**src/rtl/checker_memory_ctrl_if.sv**
```systemverilog
// Request/ack signals for both requesters plus the port A connection to the checker byte memory.
interface checker_memory_ctrl_if #(
   parameter int AW = 11
);
   logic          r0_req;
   logic          r0_we;
   logic [3:0]    r0_sel;
   logic [AW-1:0] r0_adr;
   logic [31:0]   r0_dat_w;
   logic          r0_ack;
   logic          r0_err;

   logic          r1_req;
   logic          r1_we;
   logic [3:0]    r1_sel;
   logic [AW-1:0] r1_adr;
   logic [31:0]   r1_dat_w;
   logic          r1_ack;
   logic          r1_err;

   logic [31:0]   rd_dat;
   logic [15:0]   mem_addr;
   logic [3:0]    mem_we;
   logic [31:0]   mem_di;
   logic [31:0]   mem_do;

   modport master (
      output r0_req, r0_we, r0_sel, r0_adr, r0_dat_w,
      output r1_req, r1_we, r1_sel, r1_adr, r1_dat_w,
      input  r0_ack, r0_err, r1_ack, r1_err, rd_dat,
      input  mem_addr, mem_we, mem_di,
      output mem_do
   );

   modport slave (
      input  r0_req, r0_we, r0_sel, r0_adr, r0_dat_w,
      input  r1_req, r1_we, r1_sel, r1_adr, r1_dat_w,
      output r0_ack, r0_err, r1_ack, r1_err, rd_dat,
      output mem_addr, mem_we, mem_di,
      input  mem_do
   );
endinterface

```
**src/rtl/checker_memory_ctrl.sv**
```systemverilog
// Round-robin sharing of checker memory port A between r0 and r1; writes split into one-hot byte writes.
// Read ack at cycle 3, write ack at cycle n+1 (n in-range lanes); loser waits with req held.
module checker_memory_ctrl #(
   parameter int AW   = 11,
   parameter int MAXB = 2047
) (
   input  logic                  sys_clk,
   input  logic                  sys_rst_n,
   checker_memory_ctrl_if.slave  bus
);
   typedef enum logic [2:0] {IDLE, RADDR, RCAPT, WRITE, DONE} state_t;

   state_t      state;
   logic        last;
   logic        owner;
   logic [3:0]  pending;
   logic [3:0]  range_l;
   logic        err_l;
   logic        ack0, ack1, err0, err1;
   logic [31:0] rd;
   logic [15:0] maddr;
   logic [3:0]  mwe;
   logic [31:0] mdi;

   // Lane k is usable when byte adr+k still exists in the memory.
   function automatic logic [3:0] lanes_ok(input logic [AW-1:0] a);
      logic [AW:0] b;
      lanes_ok = 4'b0000;
      for (int k = 0; k < 4; k++) begin
         b = {1'b0, a} + (AW+1)'(k);
         lanes_ok[k] = (b <= (AW+1)'(MAXB));
      end
   endfunction

   function automatic logic [3:0] lowest(input logic [3:0] m);
      return m & (~m + 4'd1);
   endfunction

   logic          gnt;
   logic          g_we;
   logic [3:0]    g_sel;
   logic [AW-1:0] g_adr;
   logic [31:0]   g_dat;
   logic [3:0]    g_rng;
   logic [3:0]    g_mask;
   logic          g_err;

   // r0 wins unless r1 alone is asking or r0 owned the previous transaction.
   assign gnt    = !(bus.r0_req && (!bus.r1_req || last));
   assign g_we   = gnt ? bus.r1_we    : bus.r0_we;
   assign g_sel  = gnt ? bus.r1_sel   : bus.r0_sel;
   assign g_adr  = gnt ? bus.r1_adr   : bus.r0_adr;
   assign g_dat  = gnt ? bus.r1_dat_w : bus.r0_dat_w;
   assign g_rng  = lanes_ok(g_adr);
   assign g_mask = g_sel & g_rng;
   assign g_err  = |(g_sel & ~g_rng);

   always_ff @(posedge sys_clk or negedge sys_rst_n) begin
      if (!sys_rst_n) begin
         state   <= IDLE;
         last    <= 1'b1;
         owner   <= 1'b0;
         pending <= 4'b0000;
         range_l <= 4'b0000;
         err_l   <= 1'b0;
         ack0    <= 1'b0;
         ack1    <= 1'b0;
         err0    <= 1'b0;
         err1    <= 1'b0;
         rd      <= 32'h0;
         maddr   <= 16'h0;
         mwe     <= 4'b0000;
         mdi     <= 32'h0;
      end else begin
         case (state)
            IDLE: begin
               mwe <= 4'b0000;
               if (bus.r0_req || bus.r1_req) begin
                  owner   <= gnt;
                  last    <= gnt;
                  maddr   <= {{(13-AW){1'b0}}, g_adr, 3'b000};
                  mdi     <= g_dat;
                  err_l   <= g_err;
                  range_l <= g_rng;
                  if (!g_we) begin
                     state <= RADDR;
                  end else if (g_mask != 4'b0000) begin
                     mwe     <= lowest(g_mask);
                     pending <= g_mask & ~lowest(g_mask);
                     state   <= WRITE;
                  end else begin
                     ack0  <= !gnt;
                     ack1  <= gnt;
                     err0  <= !gnt && g_err;
                     err1  <= gnt && g_err;
                     state <= DONE;
                  end
               end
            end
            RADDR: begin
               mwe   <= 4'b0000;
               state <= RCAPT;
            end
            RCAPT: begin
               rd    <= bus.mem_do & {{8{range_l[3]}}, {8{range_l[2]}},
                                      {8{range_l[1]}}, {8{range_l[0]}}};
               ack0  <= !owner;
               ack1  <= owner;
               err0  <= !owner && err_l;
               err1  <= owner && err_l;
               state <= DONE;
            end
            WRITE: begin
               if (pending != 4'b0000) begin
                  mwe     <= lowest(pending);
                  pending <= pending & ~lowest(pending);
               end else begin
                  mwe   <= 4'b0000;
                  ack0  <= !owner;
                  ack1  <= owner;
                  err0  <= !owner && err_l;
                  err1  <= owner && err_l;
                  state <= DONE;
               end
            end
            DONE: begin
               mwe   <= 4'b0000;
               ack0  <= 1'b0;
               ack1  <= 1'b0;
               err0  <= 1'b0;
               err1  <= 1'b0;
               state <= IDLE;
            end
            default: state <= IDLE;
         endcase
      end
   end

   assign bus.r0_ack   = ack0;
   assign bus.r1_ack   = ack1;
   assign bus.r0_err   = err0;
   assign bus.r1_err   = err1;
   assign bus.rd_dat   = rd;
   assign bus.mem_addr = maddr;
   assign bus.mem_we   = mwe;
   assign bus.mem_di   = mdi;
endmodule

```
**src/flat_wrapper.sv**
```systemverilog
// flat-port wrapper written by rule: the top's interface ports become plain ports
module checker_memory_ctrl_flat 
#(
   parameter int AW   = 11,
   parameter int MAXB = 2047
)
  (sys_clk, sys_rst_n, bus_r0_req, bus_r0_we, bus_r0_sel, bus_r0_adr, bus_r0_dat_w, bus_r1_req, bus_r1_we, bus_r1_sel, bus_r1_adr, bus_r1_dat_w, bus_r0_ack, bus_r0_err, bus_r1_ack, bus_r1_err, bus_rd_dat, bus_mem_addr, bus_mem_we, bus_mem_di, bus_mem_do);
  checker_memory_ctrl_if #(.AW(AW)) bus_i ();
  input  logic sys_clk;
  input  logic sys_rst_n;
  input wire logic [$bits(bus_i.r0_req)-1:0] bus_r0_req;
  input wire logic [$bits(bus_i.r0_we)-1:0] bus_r0_we;
  input wire logic [$bits(bus_i.r0_sel)-1:0] bus_r0_sel;
  input wire logic [$bits(bus_i.r0_adr)-1:0] bus_r0_adr;
  input wire logic [$bits(bus_i.r0_dat_w)-1:0] bus_r0_dat_w;
  input wire logic [$bits(bus_i.r1_req)-1:0] bus_r1_req;
  input wire logic [$bits(bus_i.r1_we)-1:0] bus_r1_we;
  input wire logic [$bits(bus_i.r1_sel)-1:0] bus_r1_sel;
  input wire logic [$bits(bus_i.r1_adr)-1:0] bus_r1_adr;
  input wire logic [$bits(bus_i.r1_dat_w)-1:0] bus_r1_dat_w;
  output wire logic [$bits(bus_i.r0_ack)-1:0] bus_r0_ack;
  output wire logic [$bits(bus_i.r0_err)-1:0] bus_r0_err;
  output wire logic [$bits(bus_i.r1_ack)-1:0] bus_r1_ack;
  output wire logic [$bits(bus_i.r1_err)-1:0] bus_r1_err;
  output wire logic [$bits(bus_i.rd_dat)-1:0] bus_rd_dat;
  output wire logic [$bits(bus_i.mem_addr)-1:0] bus_mem_addr;
  output wire logic [$bits(bus_i.mem_we)-1:0] bus_mem_we;
  output wire logic [$bits(bus_i.mem_di)-1:0] bus_mem_di;
  input wire logic [$bits(bus_i.mem_do)-1:0] bus_mem_do;
  assign bus_i.r0_req = bus_r0_req;
  assign bus_i.r0_we = bus_r0_we;
  assign bus_i.r0_sel = bus_r0_sel;
  assign bus_i.r0_adr = bus_r0_adr;
  assign bus_i.r0_dat_w = bus_r0_dat_w;
  assign bus_i.r1_req = bus_r1_req;
  assign bus_i.r1_we = bus_r1_we;
  assign bus_i.r1_sel = bus_r1_sel;
  assign bus_i.r1_adr = bus_r1_adr;
  assign bus_i.r1_dat_w = bus_r1_dat_w;
  assign bus_r0_ack = bus_i.r0_ack;
  assign bus_r0_err = bus_i.r0_err;
  assign bus_r1_ack = bus_i.r1_ack;
  assign bus_r1_err = bus_i.r1_err;
  assign bus_rd_dat = bus_i.rd_dat;
  assign bus_mem_addr = bus_i.mem_addr;
  assign bus_mem_we = bus_i.mem_we;
  assign bus_mem_di = bus_i.mem_di;
  assign bus_i.mem_do = bus_mem_do;
  checker_memory_ctrl #(.AW(AW), .MAXB(MAXB)) u_core (.sys_clk(sys_clk), .sys_rst_n(sys_rst_n), .bus(bus_i));
endmodule
```
**config.mk**
```make
export PLATFORM = sky130hd
export DESIGN_NAME = checker_memory_ctrl_flat
export DESIGN_NICKNAME = d
export VERILOG_FILES = /design/src/rtl/checker_memory_ctrl_if.sv /design/src/rtl/checker_memory_ctrl.sv /design/src/flat_wrapper.sv
export SDC_FILE = /design/constraint.sdc
export NUM_CORES = 1
export LEC_CHECK = 0
export ABC_AREA = 1
export ABC_CLOCK_PERIOD_IN_PS = 1800
export CAP_MARGIN = 40
export CORE_ASPECT_RATIO = 1.2
export CORE_UTILIZATION = 38
export CTS_CLUSTER_SIZE = 10
export DETAILED_ROUTE_END_ITERATION = 12
export PLACE_DENSITY = 0.88
export SETUP_SLACK_MARGIN = 0.4
export SKIP_CTS_REPAIR_TIMING = 1
export SYNTH_ARGS = -nofsm -noshare
export SYNTH_HDL_FRONTEND = slang
export SYNTH_SLANG_ARGS = --single-unit
```
**constraint.sdc**
```tcl
create_clock -name sys_clk -period 1.8 [get_ports sys_clk]
set_input_delay 0.54 -clock sys_clk [delete_from_list [all_inputs] [get_ports sys_clk]]
set_output_delay 0.54 -clock sys_clk [all_outputs]
set_load 0.02 [all_outputs]
```
Word-level counts from Yosys, hierarchy flattened --
Cells that the tools add are included.
Word-level totals: bits in registers 97, input bits 132, output and inout bits 88
Operators by class: multiplexer cells 39, reductions and logical operators 22, order comparisons 4, bitwise operators 12, equal/unequal tests 10, add/sub/neg operators 5
Operator list (count):
- 12-bit by 11-bit <= comparator with 1-bit output, second input constant | 3
- 4-bit two-way mux | 9
- 32-bit AND | 1
- 32-bit two-way mux | 1
- 11-bit by 2-bit adder with 12-bit output, second input constant | 2
- 4-bit AND | 6
- 4-bit NOT | 5
- 1-bit two-way mux | 17
- 1-bit case mux with 4 select lines | 4
- 11-bit by 1-bit adder with 12-bit output, second input constant | 1
- 3-bit two-way mux | 4
- 3-bit case mux with 4 select lines | 1
- 4-bit case mux with 3 select lines | 1
- 4-bit nonzero test | 3
- 11-bit <= comparator, second input constant | 1
- 11-bit two-way mux | 1
- 5-bit AND reduction | 2
- 4-bit by 1-bit adder with 4-bit output, second input constant | 2
- 2-bit by 1-bit != test with 1-bit output, second input constant | 4
- 4-bit case mux with 2 select lines | 1
- 3-bit by 2-bit == test with 1-bit output, second input constant | 2
- 1-bit logical AND | 5
- 2-bit != test, second input constant | 2
- 2-bit AND reduction | 2
- 9 further kinds | 12

Logic depth before layout (Yosys ltp) --
word-level depth 16, gate-level depth with buffers 17

Worst setup path after synthesis --
Ideal clock, no wire load.
path kind input -> register, from input bus_r1_req, to register u_core.ack0 (netlist: u_core.bus.r0_ack), data required time 1.679 ns, setup slack -0.102 ns, setup time 0.121 ns, stages on the path 15, arrival time 1.781 ns, path through nand2_2 buf_6 nand3_1 nand2_2 nand2_2 nor2_8 nand3_2 nand2_2 nand2_4 clkinv_2 nand2_4 nand2_4 nand2_4 nand2_1 o21ai_2
On the way: longest elaborated chain between the ends 10, elaborated cells on any way between the ends 24, classes of those cells add/sub (3); order compare (4); eq/ne (3); mux (7); bitwise (1); reduce/logical (6)
RTL lines:
- from (decl) | RTL line flat_wrapper.sv:16 | input wire logic [$bits(bus_i.r1_req)-1:0] bus_r1_req;
- 1-bit logical NOT | RTL line checker_memory_ctrl.sv:49 | assign gnt = !(bus.r0_req && (!bus.r1_req || last));
- 1-bit logical OR | RTL line checker_memory_ctrl.sv:49
- 1-bit logical AND | RTL line checker_memory_ctrl.sv:49
- 11-bit two-way mux | RTL line checker_memory_ctrl.sv:52 | assign g_adr = gnt ? bus.r1_adr : bus.r0_adr;
- 11-bit by 1-bit adder with 12-bit output or 11-bit by 2-bit adder with 12-bit output (tied branches) | RTL line checker_memory_ctrl.sv:30 | b = {1'b0, a} + (AW+1)'(k);
- 12-bit by 11-bit <= comparator with 1-bit output | RTL line checker_memory_ctrl.sv:31 | lanes_ok[k] = (b <= (AW+1)'(MAXB));
- 4-bit AND | RTL line checker_memory_ctrl.sv:55 | assign g_mask = g_sel & g_rng;
- 4-bit nonzero test | RTL line checker_memory_ctrl.sv:87 | end else if (g_mask != 4'b0000) begin
- 2-bit != test (no source line)
- 5-bit AND reduction (no source line)
- to (signal assigned) | RTL line checker_memory_ctrl.sv:92 | ack0 <= !gnt;
- to (signal assigned) | RTL line checker_memory_ctrl.sv:107 | ack0 <= !owner;
- to (signal assigned) | RTL line checker_memory_ctrl.sv:119 | ack0 <= !owner;
- to (decl) | RTL line checker_memory_ctrl.sv:19 | logic ack0, ack1, err0, err1;
Parallel ways exist; a longest one is shown, timed or not. The select of a mux whose other input is x is not followed. A chain may end at the register's enable or synchronous reset.

Worst setup path after layout --
from register u_core.last, to register u_core.err0 (netlist: u_core.bus.r0_err)
On the way: longest elaborated chain between the ends 13, elaborated cells on any way between the ends 25, classes of those cells add/sub (3); order compare (4); eq/ne (2); mux (7); bitwise (3); reduce/logical (6)
RTL lines:
- from (decl) | RTL line checker_memory_ctrl.sv:14 | logic last;
- from (signal assigned) | RTL line checker_memory_ctrl.sv:80 | last <= gnt;
- 1-bit logical OR * | RTL line checker_memory_ctrl.sv:49
- 1-bit logical AND * | RTL line checker_memory_ctrl.sv:49
- 11-bit two-way mux | RTL line checker_memory_ctrl.sv:52
- 11-bit by 1-bit adder with 12-bit output or 11-bit by 2-bit adder with 12-bit output (tied branches) | RTL line checker_memory_ctrl.sv:30
- 12-bit by 11-bit <= comparator with 1-bit output | RTL line checker_memory_ctrl.sv:31
- 4-bit NOT | RTL line checker_memory_ctrl.sv:56 | assign g_err = |(g_sel & ~g_rng);
- 4-bit AND | RTL line checker_memory_ctrl.sv:56
- 4-bit OR reduction | RTL line checker_memory_ctrl.sv:56
- 1-bit logical AND | RTL line checker_memory_ctrl.sv:94 | err0 <= !gnt && g_err;
- 1-bit two-way mux | RTL line checker_memory_ctrl.sv:87
- 1-bit two-way mux | RTL line checker_memory_ctrl.sv:85 | if (!g_we) begin
- 1-bit two-way mux | RTL line checker_memory_ctrl.sv:78 | if (bus.r0_req || bus.r1_req) begin
- 1-bit case mux with 4 select lines | RTL line checker_memory_ctrl.sv:75 | case (state)
- to (signal assigned) | RTL line checker_memory_ctrl.sv:94
- to (signal assigned) | RTL line checker_memory_ctrl.sv:109 | err0 <= !owner && err_l;
- to (signal assigned) | RTL line checker_memory_ctrl.sv:121 | err0 <= !owner && err_l;
- to (decl) | RTL line checker_memory_ctrl.sv:19
Mark *: on every way between the ends. The rest lies on a longest branch, timed or not. The select of a mux whose other input is x is not followed.

==> reports/qor.yml <==
clock_tree:
  cts_tree: "built"
  cts_buffer_depth: 2
  cts-htree-levels: 3
  numCtsBuffers: 9
  cts.sinks: 96
  clockRootBuffer: "clkbuf_16"
  clk_latency_ns: 0.35
  clk_pin_slew_ns: 0.07
logic_synthesis:
  synth.distinct_cells: 34
  avgSynthCellArea_sq_um: 8.19
  yosys_warnings: 0
  netlist_area_sq_um: 4850
  ys_seq_area_frac: 0.496
  ys_seq_elements: 96
  netlist_instances: 592
timing:
  finalSetupTns_ns: -2.76
  hold_viol_final: 0
  fin_crit_sh: 1.19
  fin_ws_ns: -0.346
  setup_viol: 15
  layout_min_cycle_time_ns: 2.15
  rsz0062_at_grt: "true"
  whs_ns: 0.148
  final.setup_skew_ns: 0.0140
  max_freq_mhz: 466
  slew_violations: 0
route:
  vias_per_cell: 5.41
  drc_errors: 0
  drtPass1Iterations: 7
  routed_wl_mm: 19.8
  drt_iter0_markers: 378
  postRouteAntennaNets: 0
  drt-wirelength-per-cell_microns: 18.9
  num_vias: 5657
placement:
  place_area_sq_um: 7470
  routabilityCongestion: 0.889
  port_buffers: 214
  hpwlAfterDp_mm: 11.1
  dpl_worst_slack_ns: -0.792
  dp.cells: 977
cells_and_area:
  final_util: 0.738
  finalNonFillerCells: 1046
  regArea_sq_um: 2400
  nFillCells: 771
  n_antenna_cell: 0
  syn_to_final_growth_pct: 86.8
  fin_area_sq_um: 9060
  multi_input_area_sq_um: 2740
  nNetsFinal: 1013
  drive_gt1_frac: 0.411
run:
  drv_cap: 0
critical_path:
  path_cells: "inv_4 > nand2_8 > nand2_8 > buf_6 > nand2_2 > nand2_2 > nand2_4 > nor2_8 > nand3_2 > buf_4 > inv_1 > nand2_1 > nand2_2 > a21oi_1 > o21ai_2"
  critPathArrivalTime_ns: 2.36
  rr_startpoint: "u_core.last"
  cp_common_cell: "nand2_2"
  path_delay_family: "simple AND/OR/NAND/NOR gates"
  end_kind: "flip-flop"
  critPathRequiredTime_ns: 2.01
  crit_type: "flip-flop to flip-flop"
  cp_max_fo: 7
  worst_path_max_delay_cell: "dfstp_2"
  startpoint: "u_core.last"
  critPathMaxStageDelay_ns: 0.55
  cp_num_buf_inv: 4
  cp-start-kind: "flip-flop"
power_and_ir_drop:
  powerDensity_nw_per_um2: 1750
  p_leak_nw: 4.34
  p_sw_mw: 7.04
  ir_worst_vdd_mv: 0.987
  p_clk_frac: 0.116
  pwr-share-seq: 0.258
  p_sw_frac: 0.443
  p_total_mw: 15.9
  internal-power_mw: 8.86
  p_comb_frac: 0.627
floorplan:
  io_pins: 220
  start_util: 0.395
  fp.dieH_microns: 126
  rows: 44
  coreArea_sq_um: 12300
  die_area_sq_um: 13200
  die_x_microns: 105
global_route:
  grt_use_total: 0.225
  grt_max_degree: 48
  grt_first_pass_wirelength_mm: 23.8
  grt_antenna_before_repair: 0
  grt-ovfl-total: 0
  grt_pass1_vias: 4897
outcome:
  outcome: "finished with violations"
  violations: "negative setup slack"
worst_hold_path:
  hold_path.class: "primary input to async pin"
[power groups by stage]
stage / Combinational, mW / Clock (mW) / Sequential, mW
2_1_floorplan: 3.11 / 0 / 4.74
3_3_place_gp: 6.91 / 0 / 3.81
3_5_place_dp: 7.06 / 0 / 3.83
4_1_cts: 7.07 / 1.83 / 3.81
5_1_grt: 10.5 / 1.94 / 4.18
6_report: 9.96 / 1.84 / 4.10
[cell usage in the layout, fill, tap and decap left out, drive strengths merged]
cell	n
a211oi	1
a21oi	10
a31oi	2
a32o	1
buf	177
clkbuf	17
clkdlybuf4s50	128
clkinv	3
clkinvlp	1
conb	5
dfrtp	95
dfstp	1
inv	31
nand2	178
nand3	56
nand3b	2
nor2	57
nor3	3
o21ai	115
o22ai	1
or2	1
[final cells by class]
| type | instances | area share |
|---|---|---|
| inverter | 31 | 0.0144 |
| timing repair buffer | 311 | 0.365 |
| clock buffer | 11 | 0.0268 |
| clock inverter | 4 | 0.00331 |
| tap | 161 | 0.0222 |
| sequential | 96 | 0.265 |
| multi-input combinational | 432 | 0.303 |
[kinds of logic after synthesis]
| family | count (synthesis) | synth area share |
|---|---|---|
| AO/OA/AOI/OAI | 130 | 0.144 |
| buffers and inverters | 70 | 0.0655 |
| flip-flops | 96 | 0.496 |
| other | 1 | 0.000773 |
| AND/OR/NAND/NOR | 295 | 0.294 |
[registers in the layout, summed over array words and instances (netlist names), 3 cells and up]
signal	count
u_core.state	3
u_core.bus.rd_dat	32
u_core.pending	3
u_core.bus.mem_we	4
u_core.bus.mem_addr	11
u_core.bus.mem_di	32
u_core.range_l	4
[cell usage after synthesis]
| master | instances | area share |
|---|---|---|
| buf_6 | 4 | 0.0093 |
| nor2_4 | 2 | 0.0046 |
| inv_2 | 2 | 0.0015 |
| nand3_4 | 2 | 0.0072 |
| nor2_1 | 51 | 0.039 |
| a21oi_2 | 2 | 0.0036 |
| nand3_2 | 7 | 0.014 |
| clkbuf_1 | 25 | 0.019 |
| buf_4 | 5 | 0.0077 |
| clkinv_2 | 1 | 0.0010 |
| o21ai_2 | 4 | 0.0072 |
| o21ai_1 | 21 | 0.022 |
| nor2_2 | 2 | 0.0026 |
| nand2_1 | 152 | 0.12 |
| nor3_1 | 3 | 0.0031 |
| dfstp_2 | 1 | 0.0054 |
| o21ai_4 | 1 | 0.0034 |
| or2_2 | 1 | 0.0013 |
| nand2_4 | 12 | 0.028 |
| o22ai_1 | 1 | 0.0013 |
| conb_1 | 1 | 0.00077 |
| nand3_1 | 47 | 0.049 |
| buf_2 | 4 | 0.0041 |
| nand3b_1 | 2 | 0.0031 |
| dfrtp_1 | 95 | 0.49 |
| inv_1 | 28 | 0.022 |
| buf_1 | 1 | 0.00077 |
| a32o_1 | 1 | 0.0021 |
| a21oi_1 | 8 | 0.0083 |
| a211oi_2 | 1 | 0.0026 |
| nand2_2 | 12 | 0.015 |
| o21ai_0 | 89 | 0.092 |
| a31oi_1 | 2 | 0.0026 |
| nor2_8 | 2 | 0.0083 |
[per-layer routing]
| layer | GRT usage | wire (microns) | vias to the layer above |
|---|---|---|---|
| met2 | 0.397 | 10100 | 360 |
| met3 | 0.0367 | 1360 | 87 |
| met5 | 0 | 0 | - |
| met4 | 0.0903 | 978 | 0 |
| li1 | - | - | 2506 |
| met1 | 0.275 | 7300 | 2704 |
[worst paths after layout]
kind | end | slack [ns] | depth (start not counted)
worst min-delay path | u_core.err_l | 0.15 | 1
worst max-delay path | u_core.bus.r0_err | -0.35 | 15
min in group sys_clk | u_core.bus.mem_addr[6] | 0.52 | 2
worst max register to register | u_core.bus.r0_err | -0.35 | 15
max in group asynchronous | u_core.bus.rd_dat[7] | 1.09 | 2
worst min register to register | u_core.bus.mem_addr[6] | 0.52 | 2
(Power assumes the default switching activity.)
